[config.mk]
export PLATFORM = sky130hd
export DESIGN_NAME = ras
export DESIGN_NICKNAME = d
export VERILOG_FILES = /design/src/rtl/ras.sv
export SDC_FILE = /design/constraint.sdc
export NUM_CORES = 1
export LEC_CHECK = 0
export ABC_AREA = 1
export CAP_MARGIN = 20
export CORE_MARGIN = 5
export CORE_UTILIZATION = 50
export CTS_CLUSTER_SIZE = 24
export DETAILED_ROUTE_END_ITERATION = 10
export GPL_TIMING_DRIVEN = 0
export PLACE_DENSITY = 0.78
export SYNTH_ARGS = -nofsm -noshare
export SYNTH_HDL_FRONTEND = slang
export SYNTH_SLANG_ARGS = --single-unit
[constraint.sdc]
create_clock -name CLK -period 5.1 [get_ports CLK]
set_clock_uncertainty 0.05 [all_clocks]
set_input_delay 1.53 -clock CLK [delete_from_list [all_inputs] [get_ports CLK]]
set_output_delay 1.53 -clock CLK [all_outputs]
set_load 0.02 [all_outputs]
[src/rtl/ras.sv]
// Return address stack: a circular array of low-PC return targets with a
// next-free pointer and a saturating valid-entry count. The top of stack is
// read combinationally. A push that finds the stack full wraps over the oldest
// entry. Checkpoint restore takes priority over push and pop.
module ras #(
  parameter  int RAS_DEPTH        = 8,
  parameter  int RAS_TARGET_WIDTH = 12,
  localparam int LOG_RAS_DEPTH    = $clog2(RAS_DEPTH)
) (
  input  logic                        CLK,
  input  logic                        RST,
  input  logic                        push_valid,
  input  logic [RAS_TARGET_WIDTH-1:0] push_target,
  input  logic                        pop_valid,
  output logic [RAS_TARGET_WIDTH-1:0] pop_target,
  output logic                        pop_empty,
  output logic [LOG_RAS_DEPTH-1:0]    ras_index,
  output logic [LOG_RAS_DEPTH:0]      ras_count,
  input  logic                        restore_valid,
  input  logic [LOG_RAS_DEPTH-1:0]    restore_index,
  input  logic [LOG_RAS_DEPTH:0]      restore_count
);

  localparam logic [LOG_RAS_DEPTH:0]   DEPTH_C   = RAS_DEPTH[LOG_RAS_DEPTH:0];
  localparam logic [LOG_RAS_DEPTH:0]   CNT_ZERO  = {(LOG_RAS_DEPTH+1){1'b0}};
  localparam logic [LOG_RAS_DEPTH:0]   CNT_ONE   = {{LOG_RAS_DEPTH{1'b0}}, 1'b1};
  localparam logic [LOG_RAS_DEPTH-1:0] PTR_ONE   = {{(LOG_RAS_DEPTH-1){1'b0}}, 1'b1};
  localparam logic [LOG_RAS_DEPTH-1:0] PTR_ZERO  = {LOG_RAS_DEPTH{1'b0}};
  localparam logic [RAS_TARGET_WIDTH-1:0] ENTRY_ZERO = {RAS_TARGET_WIDTH{1'b0}};

  logic [RAS_TARGET_WIDTH-1:0] entry_q [RAS_DEPTH];
  logic [LOG_RAS_DEPTH-1:0]    ptr_q, ptr_d;
  logic [LOG_RAS_DEPTH:0]      count_q, count_d;

  logic                        wr_en_s;
  logic [LOG_RAS_DEPTH-1:0]    wr_idx_s;
  logic [LOG_RAS_DEPTH-1:0]    top_idx_s;

  // The top of stack sits just below the next-free pointer.
  assign top_idx_s  = ptr_q - PTR_ONE;
  assign pop_target = entry_q[top_idx_s];
  assign pop_empty  = (count_q == CNT_ZERO);
  assign ras_index  = ptr_q;
  assign ras_count  = count_q;

  // Next-state pointer/count and the single entry write port.
  always_comb begin
    ptr_d    = ptr_q;
    count_d  = count_q;
    wr_en_s  = 1'b0;
    wr_idx_s = ptr_q;
    if (restore_valid) begin
      // Entries are left alone; an out-of-range checkpoint count is clamped.
      ptr_d = restore_index;
      if (restore_count > DEPTH_C) begin
        count_d = DEPTH_C;
      end else begin
        count_d = restore_count;
      end
    end else begin
      case ({push_valid, pop_valid})
        2'b10: begin
          wr_en_s  = 1'b1;
          wr_idx_s = ptr_q;
          ptr_d    = ptr_q + PTR_ONE;
          if (count_q == DEPTH_C) begin
            count_d = count_q;
          end else begin
            count_d = count_q + CNT_ONE;
          end
        end
        2'b01: begin
          // The pointer moves even on an empty stack; the count floors at zero.
          ptr_d = ptr_q - PTR_ONE;
          if (count_q == CNT_ZERO) begin
            count_d = CNT_ZERO;
          end else begin
            count_d = count_q - CNT_ONE;
          end
        end
        2'b11: begin
          // Return followed by a call in one cycle: overwrite the top in place.
          wr_en_s  = 1'b1;
          wr_idx_s = top_idx_s;
          if (count_q == CNT_ZERO) begin
            count_d = CNT_ONE;
          end else begin
            count_d = count_q;
          end
        end
        default: begin
          ptr_d   = ptr_q;
          count_d = count_q;
        end
      endcase
    end
  end

  // Pointer and count registers.
  always_ff @(posedge CLK or posedge RST) begin
    if (RST) begin
      ptr_q   <= PTR_ZERO;
      count_q <= CNT_ZERO;
    end else begin
      ptr_q   <= ptr_d;
      count_q <= count_d;
    end
  end

  // Stack storage, cleared on reset so the top reads zero afterwards.
  always_ff @(posedge CLK or posedge RST) begin
    if (RST) begin
      for (int i = 0; i < RAS_DEPTH; i++) begin
        entry_q[i] <= ENTRY_ZERO;
      end
    end else if (wr_en_s) begin
      entry_q[wr_idx_s] <= push_target;
    end
  end

endmodule
# == Yosys cells after proc, flatten, opt, wreduce, memory -nomap -nowiden ==
# Index checks and enable logic that the tools add are counted.
# word_totals
register_bits,103
wordCells,50
out_inout_bits,20
# op_classes
bitwise_logic,2
n_mux,18
add_sub_neg,4
n_reduce_logical,6
order_cmp,4
eq_ne,6
# op_table
cell,n
96-bit bitwise mux,1
12-bit binary-select mux with 3-bit select,1
12-bit demux with 3-bit select,1
12-bit two-way mux,3
4-bit two-way mux,5
4-bit one-hot mux with 3 select lines,1
3-bit two-way mux,3
4-bit greater-or-equal comparator (second input constant),2
3-bit NOT with 4-bit output,2
3-bit != test (second input constant),2
3-bit one-hot mux with 2 select lines,1
4-bit by 1-bit adder with 4-bit output (second input constant),1
2-bit equality test (second input constant),2
4-bit equality test (second input constant),1
4-bit > comparator (second input constant),1
4-bit zero test,1
4-bit by 1-bit < comparator with 1-bit output (second input constant),1
4-bit nonzero test,1
4-bit by 1-bit subtractor with 4-bit output (second input constant),1
3-bit by 1-bit adder with 3-bit output (second input constant),1
3-bit AND reduction,1
3-bit nonzero test,1
3-bit by 1-bit subtractor with 3-bit output (second input constant),1
2-bit by 1-bit equality test with 1-bit output (second input constant),1
3 further kinds,4

# == Depth between registers and ports, before layout ==
# Gate-level depths: netlist of run 1.
# depth
depth_word,9
depth_mapped,13
mapped_depth_nobuf,11

# == Worst setup path before layout of run 1 ==
# Ideal clock, no wire load.
# synth_timing
path_kind,register -> output
start,register ptr_q[0] (netlist: ras_index[0])
end,output port pop_target[10]
stages_incl_launch_ff,10
required_time_ns,3.520
arrival_ns,2.083
slack_ns,1.437
cell_sequence,dfrtp_1 > inv_1 > clkbuf_1 > ha_1 > inv_1 > buf_1 > o21ai_0 > o22ai_1 > nand2_1 > nand2_1
# synth_via
elab_chain_len,5
# synth_lines
item,line,source
"start, declared",32,"logic [LOG_RAS_DEPTH-1:0] ptr_q, ptr_d;"
"start signal, assigned",105,ptr_q <= ptr_d;
3-bit by 1-bit subtractor with 3-bit output,40,assign top_idx_s = ptr_q - PTR_ONE;
3-bit NOT with 4-bit output (implied by the code),41,assign pop_target = entry_q[top_idx_s];
12-bit binary-select mux with 3-bit select,41,
12-bit two-way mux (implied by the code) (2 in series),41,
"end, declared",15,"output logic [RAS_TARGET_WIDTH-1:0] pop_target,"
# Every way passes these cells. The select of a mux whose other input is x is not followed.

# == Worst setup path in the final report of run 1 ==
# layout_timing
start,register ptr_q[0] (netlist: ras_index[0])
end,output port pop_target[9]
# The elaborated chain is that of the path after synthesis.

==> results of run 1 <==
cell usage after synthesis (all sizes together):
| master | number | area share (%) |
|---|---|---|
| a21boi | 1 | 0.14 |
| clkbuf | 23 | 1.8 |
| nand3 | 109 | 10 |
| nor2 | 66 | 5.0 |
| nand2 | 288 | 20 |
| a21oi | 6 | 0.76 |
| ha | 5 | 1.2 |
| o22ai | 25 | 2.9 |
| o21ai | 56 | 5.2 |
| dfrtp | 103 | 48 |
| or2 | 1 | 0.12 |
| xor2 | 1 | 0.16 |
| buf | 34 | 3.6 |
| nand4 | 1 | 0.12 |
| inv | 18 | 1.2 |
cells by family (layout without fill, tap and decap cells):
logic type               Yosys count  count (layout)  share of synthesized area [%]
adder cells (fa/ha/maj)            5               5                           1.16
buffers and inverters             75             124                           6.64
AND/OR/NAND/NOR                  465             465                           35.4
AO/OA/AOI/OAI                     88              88                           8.98
flip-flops                       103             103                           47.7
XOR/XNOR                           1               1                          0.162
layout make-up:
type | count | area, sq um | area share [%]
Buffer | 56 | 292 | 4.73
Clock buffer | 9 | 124 | 2.01
Clock inverter | 7 | 97.6 | 1.58
Inverter | 18 | 73.8 | 1.20
Multi-Input combinational cell | 559 | 2470 | 40.1
Sequential cell | 103 | 2580 | 41.9
Tap cell | 140 | 175 | 2.84
Timing Repair Buffer | 34 | 348 | 5.65
where the power goes:
| part | total (mW) | internal (mW) | leakage, nW | switching (mW) |
|---|---|---|---|---|
| Combinational | 1.23 | 0.455 | 1.77 | 0.775 |
| Clock | 0.576 | 0.277 | 0.105 | 0.299 |
| Sequential | 1.41 | 1.19 | 1.30 | 0.221 |
flip-flops by register name, indices dropped and copies added (netlist names):
register and count:
entry_q 96, ras_count 4, ras_index 3
critical path: cells and delay by family (launching register included):
| family | cells | cell delay, ns |
|---|---|---|
| flip-flops | 1 | 0.56 |
| AND/OR/NAND/NOR | 2 | 0.21 |
| adder cells (fa/ha/maj) | 1 | 0.49 |
| AO/OA/AOI/OAI | 2 | 0.42 |
| buffers and inverters | 3 | 1.27 |
per-layer routing:
metal  global-route usage (%)  wire [um]  vias up
met5                        0          0        -
met2                     42.2       7740      351
met1                     36.0       6720     2581
met4                     10.8        744        0
met3                     5.73       1800       58
li1                         -          -     2466
worst max-delay path by stage:
stage            startpoint       endpoint  slack [ns]  cells after the start
5_1_grt        ras_index[0]  pop_target[0]        0.05                      8
3_5_place_dp   ras_index[0]  pop_target[7]        0.08                     10
6_report       ras_index[0]  pop_target[9]        0.19                      8
2_1_floorplan           RST     entry_q[0]        0.82                      1
3_3_place_gp            RST     entry_q[5]       -0.66                      2
4_1_cts        ras_index[0]  pop_target[9]        0.04                      8
per-stage QoR:
stage | cells | util [%] | hold slack [ns] | area, sq um | power [mW]
after detailed placement | 907 | 55.2 | 0.404 | 5900 | 2.59
final | 926 | 57.6 | 0.430 | 6160 | 3.22
after global placement | 906 | 54.9 | 0.398 | 5870 | 2.53
after CTS | 922 | 57.3 | 0.426 | 6130 | 3.18
after floorplan | 737 | - | 0.387 | 5410 | 2.16
after global routing | 926 | 57.6 | 0.449 | 6160 | 3.42
what timing repair did:
action | CTS | global route
setup buffers | 0 | 4
gates cloned | 0 | 0
setup endpoints to repair | 12 | 12
gates resized for setup | 5 | 0
==> flow_metrics.env, run 1 <==
export IMPL_max_vdd_ir_drop_v=0.000295
export IMPL_p_leak_nw=3.17
export IMPL_start_util_pct=50.5
export IMPL_die_area_sq_um=13000
export IMPL_critPathMaxStageDelay_ns=0.61
export IMPL_gp_congestion=0.911
export IMPL_hp_start="entry_q[19]"
export IMPL_gr_total_overflow=0
export IMPL_cp_data_arrival_time_ns=3.33
export IMPL_syn_to_final_growth_pct=13.9
export IMPL_first_global_vias=5255
export IMPL_drt_total_wl_um=17000
export IMPL_core_rowCount=38
export IMPL_setup_viol=0
export IMPL_critPathLaunchType="flop"
export IMPL_final_cell_mix="288 x nand2_1, 108 x nand3_1, 103 x dfrtp_1"
export IMPL_cap_violations=0
export IMPL_final_common_cell="nand2_1"
export IMPL_rsz0062_at_grt="no"
export IMPL_tns_ns=0
export IMPL_cts_clk_slew_worst_paths_ns=0.11
export IMPL_fmax_mhz=204
export IMPL_syn_cell_area_sq_um=5410
export IMPL_ant_nets=0
export IMPL_whs_endpoint="entry_q[19]"
export IMPL_route_detailed_wl_per_inst_um=18.4
export IMPL_clk_insertion_delay_late_ns=0.38
export IMPL_r2r_cells=10
export IMPL_n_antenna_cell=0
export IMPL_cts_buffers=9
export IMPL_cts_tree="built"
export IMPL_first_pass_iters=6
export IMPL_hold_viol_final=0
export IMPL_drc_errors=0
export IMPL_antenna_found_initial=0
export IMPL_cts_sinks=103
export IMPL_r2r_start="ras_index[0]"
export IMPL_report_final_slew_viol_count=0
export IMPL_clockBufferDepth=2
export IMPL_finalCritPeriodShare_pct=96.3
export IMPL_final_nets=810
export IMPL_yosys_warnings=0
export IMPL_root_buffer="clkbuf_8"
export IMPL_hold_path_depth=2
export IMPL_portBuffers=29
export IMPL_place_worst_setup_slack_ns=0.0761
export IMPL_reg2reg_slack_ns=2.38
export IMPL_ys_seq_elements=103
export IMPL_critical_path_class="flop to output port"
export IMPL_path_cells="clkinvlp_4 -> ha_2 -> clkbuf_1 -> o21ai_0 -> o22ai_1 -> nand2_1 -> nand2_1 -> clkdlybuf4s50_1"
export IMPL_ios=44
export IMPL_grt_pass1_wl_um=27100
export IMPL_via_per_inst=5.89
export IMPL_grt_max_degree=71
export IMPL_hold_buffers=0
export IMPL_finalCriticalPeriod_ns=4.91
export IMPL_critPathCaptureType="output port"
export IMPL_reg2reg_to="entry_q[75]"
export IMPL_syn_avg_cell_area_sq_um=7.33
export IMPL_htree_num_levels=3
export IMPL_worst_slew_pin_slew_ns=0.666
export IMPL_synth_nets=766
export IMPL_hp_class="flop to flop"
export IMPL_outcome="finished clean"
export IMPL_ys_seq_area_share_pct=47.7
export IMPL_p_per_area_nw_per_um2=522
export IMPL_die_height_um=114
export IMPL_drive_above_1_share_pct=9.67
export IMPL_worstPathMaxFanout=10
export IMPL_synth_cell_types=24
export IMPL_relSlewSlack_pct=55.6
export IMPL_synth_cells=737
export IMPL_crit_top_cell="nand2_1"
export IMPL_fin_ws_ns=0.188
export IMPL_cp_slowest_cell="clkdlybuf4s50_1"
export IMPL_vias=5456
export IMPL_worstPathRequired_ns=3.52
export IMPL_fill_cells=979
export IMPL_dr_first_iter_drc_count=711
export IMPL_die_w_um=114
export IMPL_dp_hpwl_um=11300
export IMPL_grt_usage_pct=26.7
export IMPL_core_sq_um=10700
Note: power is estimated with default switching activity, not from simulation.
==> run 2, diff against run 1 <==
==> constraint.sdc (replaced) <==
create_clock -name CLK -period 5.1 [get_ports CLK]
set_clock_uncertainty 0.05 [all_clocks]
set_input_delay 0.765 -clock CLK [delete_from_list [all_inputs] [get_ports CLK]]
set_output_delay 0.765 -clock CLK [all_outputs]
set_load 0.02 [all_outputs]
==> run 2 against run 1 <==
First-iteration DRC count rose by 15%. Non-clock buffer count fell by 3. Combinational power barely moved. Wire length fell by 0.31%. Largest cell class unchanged. Count of clock-buffer cells in the layout did not move. Core utilization fell by 0.34 points. Via count fell by 0.59%. Global-route usage barely moved. Final cell count fell by 0.32%. Die area did not move. Fmax rose by 2.3%. Clock power barely moved.
==> flow_metrics.env, run 2 (same netlist as run 1, synthesis figures left out) <==
export IMPL_die_area_sq_um=13000
export IMPL_drive_above_1_share_pct=8.56
export IMPL_n_antenna_cell=0
export IMPL_ios=44
export IMPL_root_buffer="clkbuf_8"
export IMPL_clk_insertion_delay_late_ns=0.39
export IMPL_hold_viol_final=0
export IMPL_grt_usage_pct=26.8
export IMPL_cts_setup_buffers=0
export IMPL_dp_hpwl_um=11300
export IMPL_crit_buf_inv=5
export IMPL_regMostFlops="entry_q"
export IMPL_worstPathMaxFanout=10
export IMPL_syn_to_final_growth_pct=13.3
export IMPL_multi_input_area_sq_um=2470
export IMPL_critPathMaxStageDelay_ns=0.61
export IMPL_drc_errors=0
export IMPL_max_vdd_ir_drop_v=0.000295
export IMPL_path_cells="inv_1 -> clkbuf_1 -> ha_1 -> inv_1 -> clkbuf_1 -> o21ai_0 -> o22ai_1 -> nand2_1 -> nand2_1 -> clkdlybuf4s50_1"
export IMPL_cp_data_arrival_time_ns=3.99
export IMPL_tns_ns=0
export IMPL_post_route_util_pct=57.2
export IMPL_cts_tree="built"
export IMPL_worst_slew_pin_slew_ns=0.670
export IMPL_gr_total_overflow=0
export IMPL_clockBufferDepth=2
export IMPL_stdcell_area_sq_um=6120
export IMPL_relSlewSlack_pct=55.3
export IMPL_route_detailed_wl_per_inst_um=18.4
export IMPL_largest_reg_flops=96
export IMPL_antenna_found_initial=0
export IMPL_cts_clk_slew_worst_paths_ns=0.11
export IMPL_crit_family="buffers and inverters"
export IMPL_grt_max_degree=71
export IMPL_fill_cells=981
export IMPL_die_w_um=114
export IMPL_via_per_inst=5.88
export IMPL_vias=5424
export IMPL_final_cell_mix="288 x nand2_1, 108 x nand3_1, 103 x dfrtp_1"
export IMPL_final_nets=807
export IMPL_start_util_pct=50.5
export IMPL_setup_viol=0
export IMPL_critical_path_class="flop to output port"
export IMPL_finalCriticalPeriod_ns=4.80
export IMPL_gp_congestion=0.911
export IMPL_critPathCaptureType="output port"
export IMPL_hold_buffers=0
export IMPL_critPathLaunchType="flop"
export IMPL_cap_violations=0
export IMPL_post_cts_resized=0
export IMPL_grt_pass1_wl_um=27100
export IMPL_rsz0062_at_grt="no"
export IMPL_htree_num_levels=3
export IMPL_ant_nets=0
export IMPL_core_sq_um=10700
export IMPL_p_per_area_nw_per_um2=523
export IMPL_outcome="finished clean"
export IMPL_finalCritPeriodShare_pct=94.1
export IMPL_regArea_sq_um=2580
export IMPL_cp_slowest_cell="clkdlybuf4s50_1"
export IMPL_worstPathRequired_ns=4.28
export IMPL_dr_first_iter_drc_count=821
export IMPL_cts_sinks=103
export IMPL_first_global_vias=5252
export IMPL_report_final_slew_viol_count=0
export IMPL_cts_buffers=9
export IMPL_first_pass_iters=8
export IMPL_hp_class="flop to flop"
export IMPL_final_common_cell="nand2_1"
export IMPL_drt_total_wl_um=17000
export IMPL_core_rowCount=38
export IMPL_fmax_mhz=208
export IMPL_die_height_um=114
export IMPL_p_leak_nw=3.15
export IMPL_placed_cell_area_sq_um=5900
export IMPL_portBuffers=29
-- run 2: final timing paths --
kind | startpoint | to | slack (ns) | cells past startpoint
max | ras_index[0] | pop_target[7] | 0.30 | 10
min | entry_q[20] | entry_q[20] | 0.42 | 2
max reg2reg | ras_index[0] | entry_q[75] | 2.01 | 11
min reg2reg | entry_q[20] | entry_q[20] | 0.42 | 2
max in group asynchronous | RST | entry_q[19] | 3.59 | 3
min in group asynchronous | RST | ras_index[1] | 0.70 | 2
-- run 2: metal layers --
| metal | global-route usage (%) | routed length [um] | vias up |
|---|---|---|---|
| met1 | 36.3 | 6810 | 2564 |
| met3 | 5.31 | 1710 | 52 |
| li1 | - | - | 2467 |
| met5 | 0 | 0 | - |
| met2 | 42.3 | 7810 | 341 |
| met4 | 10.7 | 623 | 0 |
-- run 2: report_power, final --
| part | internal (mW) | switching, mW |
|---|---|---|
| clock | 0.277 | 0.297 |
| sequential | 1.19 | 0.220 |
| combinational | 0.446 | 0.776 |
| total | 1.91 | 1.29 |
-- run 2: through the flow --
step                setup WS [ns]  power (mW)  hold WS, ns  instances
finish                      0.299        3.20        0.425        923
global route                0.119        3.41        0.449        923
CTS                         0.405        3.17        0.426        923
detailed placement          0.841        2.59        0.404        907
global placement            0.108        2.53        0.398        906
floorplan                    1.58        2.16        0.387        737
-- run 2: cell type report --
class                           instances  area share (%)
Buffer                                 57            4.76
Clock buffer                            9            2.02
Clock inverter                          7            1.59
Inverter                               18            1.14
Multi-Input combinational cell        559            40.3
Sequential cell                       103            42.1
Tap cell                              140            2.86
Timing Repair Buffer                   30            5.19
-- run 2: tightest hold or removal path, delay by kind of cell, from the launching register on --
family | cells | cell delay (ns)
AND/OR/NAND/NOR | 2 | 0.10
flip-flops | 1 | 0.35
==> run 3, diff against run 2 <==
--- a/config.mk
+++ b/config.mk
@@ -12,7 +12,7 @@
 export CTS_CLUSTER_SIZE = 24
 export DETAILED_ROUTE_END_ITERATION = 10
 export GPL_TIMING_DRIVEN = 0
-export PLACE_DENSITY = 0.78
+export PLACE_DENSITY = 0.66
 export SYNTH_ARGS = -nofsm -noshare
 export SYNTH_HDL_FRONTEND = slang
 export SYNTH_SLANG_ARGS = --single-unit
==> run 3 against run 2 <==
Non-clock buffer count is the same. Final cell count is the same. Register-to-register slack lost 0.05 ns. Count of clock-buffer cells in the layout grew 2. Power grew 0.17%. Critical path depth is the same. Core utilization grew 0.082 points. Sequential share of layout area shrank 0.060 points. Via count shrank 1.3%. Final area grew 0.14%. Sequential power is essentially flat.
==> flow_metrics.env, run 3 (same netlist as run 1, synthesis figures left out) <==
export IMPL_outcome="finished clean"
export IMPL_grt_max_degree=58
export IMPL_post_place_cells=907
export IMPL_antenna_found_initial=0
export IMPL_die_w_um=114
export IMPL_place_worst_setup_slack_ns=0.817
export IMPL_max_vdd_ir_drop_v=0.000228
export IMPL_largest_reg_flops=96
export IMPL_r2r_start="ras_index[0]"
export IMPL_report_final_slew_viol_count=0
export IMPL_final_nets=807
export IMPL_critPathLaunchType="flop"
export IMPL_drc_errors=0
export IMPL_root_buffer="clkbuf_8"
export IMPL_clockBufferDepth=2
export IMPL_grt_pass1_wl_um=27300
export IMPL_finalCritPeriodShare_pct=94.2
export IMPL_first_pass_iters=7
export IMPL_hold_buffers=0
export IMPL_r2r_cells=11
export IMPL_hold_path_depth=2
export IMPL_cts_sinks=103
export IMPL_whs_endpoint="entry_q[21]"
export IMPL_first_global_vias=5133
export IMPL_hp_start="entry_q[21]"
export IMPL_drt_total_wl_um=17100
export IMPL_relSlewSlack_pct=55.8
export IMPL_cts_setup_buffers=0
export IMPL_cap_violations=0
export IMPL_clk_insertion_delay_late_ns=0.38
export IMPL_fin_ws_ns=0.293
export IMPL_ios=44
export IMPL_stdcell_area_sq_um=6130
export IMPL_portBuffers=29
export IMPL_start_util_pct=50.5
export IMPL_cts_buffers=9
export IMPL_setup_viol=0
export IMPL_ant_nets=0
export IMPL_core_rowCount=38
export IMPL_instances_no_fill=923
export IMPL_cts_clk_slew_worst_paths_ns=0.10
export IMPL_hold_viol_final=0
export IMPL_n_antenna_cell=0
export IMPL_regMostFlops="entry_q"
export IMPL_vias=5354
export IMPL_critical_path_class="flop to output port"
export IMPL_die_area_sq_um=13000
export IMPL_final_cell_mix="288 x nand2_1, 108 x nand3_1, 103 x dfrtp_1"
export IMPL_hp_class="flop to flop"
export IMPL_gr_total_overflow=0
export IMPL_cts_tree="built"
export IMPL_p_per_area_nw_per_um2=524
export IMPL_gp_congestion=0.910
export IMPL_htree_num_levels=3
export IMPL_final_common_cell="nand2_1"
export IMPL_reg2reg_to="entry_q[88]"
export IMPL_worst_slew_pin_slew_ns=0.662
export IMPL_syn_to_final_growth_pct=13.4
export IMPL_cp_data_arrival_time_ns=3.99
export IMPL_worstPathMaxFanout=10
export IMPL_die_height_um=114
export IMPL_dr_first_iter_drc_count=595
export IMPL_route_detailed_wl_per_inst_um=18.5
export IMPL_rsz0062_at_grt="no"
export IMPL_placed_cell_area_sq_um=5900
export IMPL_fmax_mhz=208
export IMPL_dp_hpwl_um=11700
export IMPL_holdWs_ns=0.427
export IMPL_post_cts_resized=0
export IMPL_p_leak_nw=3.17
export IMPL_worstPathRequired_ns=4.28
export IMPL_grt_usage_pct=27.5
export IMPL_critPathCaptureType="output port"
export IMPL_drive_above_1_share_pct=8.56
export IMPL_reg2reg_slack_ns=1.96
export IMPL_finalCriticalPeriod_ns=4.81
export IMPL_core_sq_um=10700
export IMPL_via_per_inst=5.80
-- run 3: how the worst max path moves through the flow --
stage | start | to | depth (start not counted)
floorplan | RST | entry_q[0] | 1
global placement | RST | entry_q[5] | 2
detailed placement | ras_index[0] | pop_target[5] | 10
CTS | ras_index[0] | pop_target[5] | 10
global route | ras_index[0] | pop_target[7] | 10
finish | ras_index[0] | pop_target[5] | 10
-- run 3: routing by layer --
layer  wire, um  GRT usage (%)  up-vias  part of all wire (%)
met3       1610           5.94       51                   9.4
li1           -              -     2461                     -
met4        673           13.2        0                   3.9
met5          0              0        -                     0
met2       7540           41.4      285                    44
met1       7260           37.7     2557                    42
-- run 3: stage by stage --
| stage | util, % | power (mW) | TNS (ns) |
|---|---|---|---|
| 2_1_floorplan | - | 2.16 | 0 |
| 3_3_place_gp | 54.9 | 2.56 | -0.315 |
| 3_5_place_dp | 55.2 | 2.61 | 0 |
| 4_1_cts | 57.3 | 3.20 | 0 |
| 5_1_grt | 57.3 | 3.44 | 0 |
| 6_report | 57.3 | 3.21 | 0 |
-- run 3: critical path: stages (launching register included) --
cell and delay [ns]:
dfrtp_1 0.50, inv_1 0.18, clkbuf_1 0.49, ha_1 0.48, inv_1 0.29, buf_1 0.45, o21ai_0 0.21, o22ai_1 0.24
nand2_1 0.08, nand2_1 0.09, clkdlybuf4s50_1 0.62
-- run 3: area by class of cell --
| class | instances | area, sq um |
|---|---|---|
| fill | 1037 | 4570 |
| clock inverter | 5 | 78.8 |
| clock buffer | 11 | 151 |
| timing repair buffer | 30 | 318 |
| inverter | 18 | 70.1 |
| buffer | 57 | 292 |
| sequential | 103 | 2580 |
| multi-input combinational | 559 | 2470 |
| tap | 140 | 175 |
-- run 3: where the power goes --
group	switching [mW]	internal (mW)	leakage [nW]
logic	0.763	0.446	1.75
clock network	0.295	0.304	0.120
registers	0.213	1.19	1.30
==> variant (flow settings as in run 1) <==
The parameter `RAS_TARGET_WIDTH` goes from 12 to 6.
--- a/src/rtl/ras.sv
+++ b/src/rtl/ras.sv
@@ -6,3 +6,3 @@
   parameter  int RAS_DEPTH        = 8,
-  parameter  int RAS_TARGET_WIDTH = 12,
+  parameter  int RAS_TARGET_WIDTH = 6,
   localparam int LOG_RAS_DEPTH    = $clog2(RAS_DEPTH)
Ports: changed (resized pop_target and push_target); port bits go from 44 to 32. No check against the original RTL was run, so the function may have changed too.
==> variant against run 1 <==
  * Power down 48%
  * Hold slack got worse by 0.00074 ns
  * Final area fell by 41%
  * Non-clock buffer count is 47 lower
  * Largest cell class is now multi-input gates
  * Area after synthesis shrank 42%
  * Sequential cell count is 48 lower
  * Combinational power fell by 47%
  * Setup slack got worse by 0.050 ns
  * Register-to-register slack better by 0.15 ns
  * Largest power group unchanged
  * Wire length shrank 53%
==> variant: results <==
metrics = {
    "clock_tree": {
        "clk_latency_ns": 0.30,
        "cts_resized": 0,
        "cts-buffers-inserted": 5,
        "cts_htree_levels": 2,
    },
    "critical_path": {
        "cpLargestDelayFamily": "buffers and inverters",
        "crit_end": "pop_target[3]",
        "rr_worst_depth": 13,
        "critPathArrivalTime_ns": 3.38,
        "timing.rr.end": "entry_q[17]$_DFFE_PP0P_",
        "rrSetupSlack_ns": 2.53,
        "worstSetupPathType": "register to output port",
        "path_max_fanout": 10,
        "slowest_stage": "clkdlybuf4s50_1",
        "crit-reg2reg-launch": "ras_index[0]$_DFFE_PP0P_",
    },
    "grt": {
        "track_usage_pct": 21.6,
        "grt_max_degree": 45,
        "grt_pass1_vias": 2752,
        "antenna_found_initial": 0,
        "grt_pass1_wl_um": 13200,
    },
    "routing": {
        "maxUsedRoutingLayer": "met4",
        "wl_per_cell_um": 14.8,
        "vias_per_cell": 5.47,
        "met3WireLength_um": 729,
        "m1WireLength_um": 3580,
        "drt_iter0_markers": 290,
        "first_pass_iters": 5,
        "route.met2.wl_um": 3630,
    },
    "placed_design": {
        "placed_area_um2": 3500,
        "pre_cts_slack_ns": 0.548,
        "globalplace.congestion": 0.888,
        "port_buffers": 25,
        "hpwl_um": 5940,
    },
    "pwr": {
        "vdd_drop_max_mv": 0.248,
        "pwr_density_cell_nw_per_um2": 466,
        "p_leak_nw": 1.84,
    },
    "synthesis": {
        "yosysUniqueCellTypes": 24,
        "ys.flop_type": "dfrtp_1",
        "yosysSeqAreaShare_pct": 43.9,
        "synth_area_per_cell_um2": 7.20,
        "synth_common_cells": "nand2_1 (188), dfrtp_1 (55), nor2_1 (38)",
        "yosys-top-cells-area": "dfrtp_1 (44%), nand2_1 (22%), nand3_1 (5.6%)",
        "synth_fp_nets": 459,
        "synth_top_area_share_pct": 43.9,
        "async_reset_ff_share_pct": 100,
    },
    "cells_and_area": {
        "final_cells": 544,
        "largest_reg_flops": 48,
        "regMostFlops": "entry_q",
        "final_layout_size_suffix_gt1_share_pct": 8.96,
        "antennaDiodeCount": 0,
        "nFillCells": 577,
        "fin_nets": 492,
    },
    "sta": {
        "final_hold_viol_count": 0,
        "worst-slew-pin-transition_ns": 0.551,
        "post-route-period-util_pct": 97.3,
        "hold_ws_ns": 0.429,
    },
    "min_path": {
        "holdPathEnd": "entry_q[1]$_DFFE_PP0P_",
        "min_from": "entry_q[1]$_DFFE_PP0P_",
    },
    "status": {
        "status": "completed",
    },
}
## variant: changes by cell type after synthesis, moves of 12 or more
cell            run 1  this run
nand3_1           108        35
nand2_1           288       188
o22ai_1            25        13
nor2_1             60        38
o21ai_0            56        31
nand2_2             0        12
buf_2              22         2
dfrtp_1           103        55
## variant: area by class of cell
class | count | share of cell area, %
well taps | 75 | 2.60
multi-input cells | 344 | 44.5
clock buffers | 6 | 2.01
repair buffers | 26 | 7.50
flip-flops and latches | 55 | 38.2
inverters | 20 | 2.15
plain buffers | 17 | 2.26
clock inverters | 1 | 0.833
## variant: metal layers
layer | vias to the layer above | track usage (%)
met1 | 1381 | 30.2
met5 | - | 0
met4 | 0 | 5.82
met3 | 9 | 4.33
met2 | 139 | 34.2
li1 | 1449 | -
## variant: worst reg2reg max path, cell delays in order (launching register included)
cell	delay, ns
dfrtp_1	0.41
buf_2	0.20
inv_1	0.21
buf_2	0.29
ha_1	0.24
inv_1	0.07
nand2_1	0.06
nand2_1	0.18
nand2_1	0.14
nand2_2	0.11
nor2_4	0.23
nand2_2	0.14
nand2_1	0.09
nand2_1	0.05
## variant: report_power, final
part           switching [mW]  internal, mW
clock                   0.138         0.144
combinational           0.403         0.252
sequential              0.121         0.622
total                   0.662          1.02
## variant: kinds of logic after synthesis
| kind of cell | count (synthesis) | synth area share (%) |
|---|---|---|
| AO/OA/AOI/OAI | 48 | 8.17 |
| XOR/XNOR | 1 | 0.279 |
| adder cells (fa/ha/maj) | 5 | 1.99 |
| buffers and inverters | 37 | 5.06 |
| flip-flops | 55 | 43.9 |
| AND/OR/NAND/NOR | 290 | 40.6 |
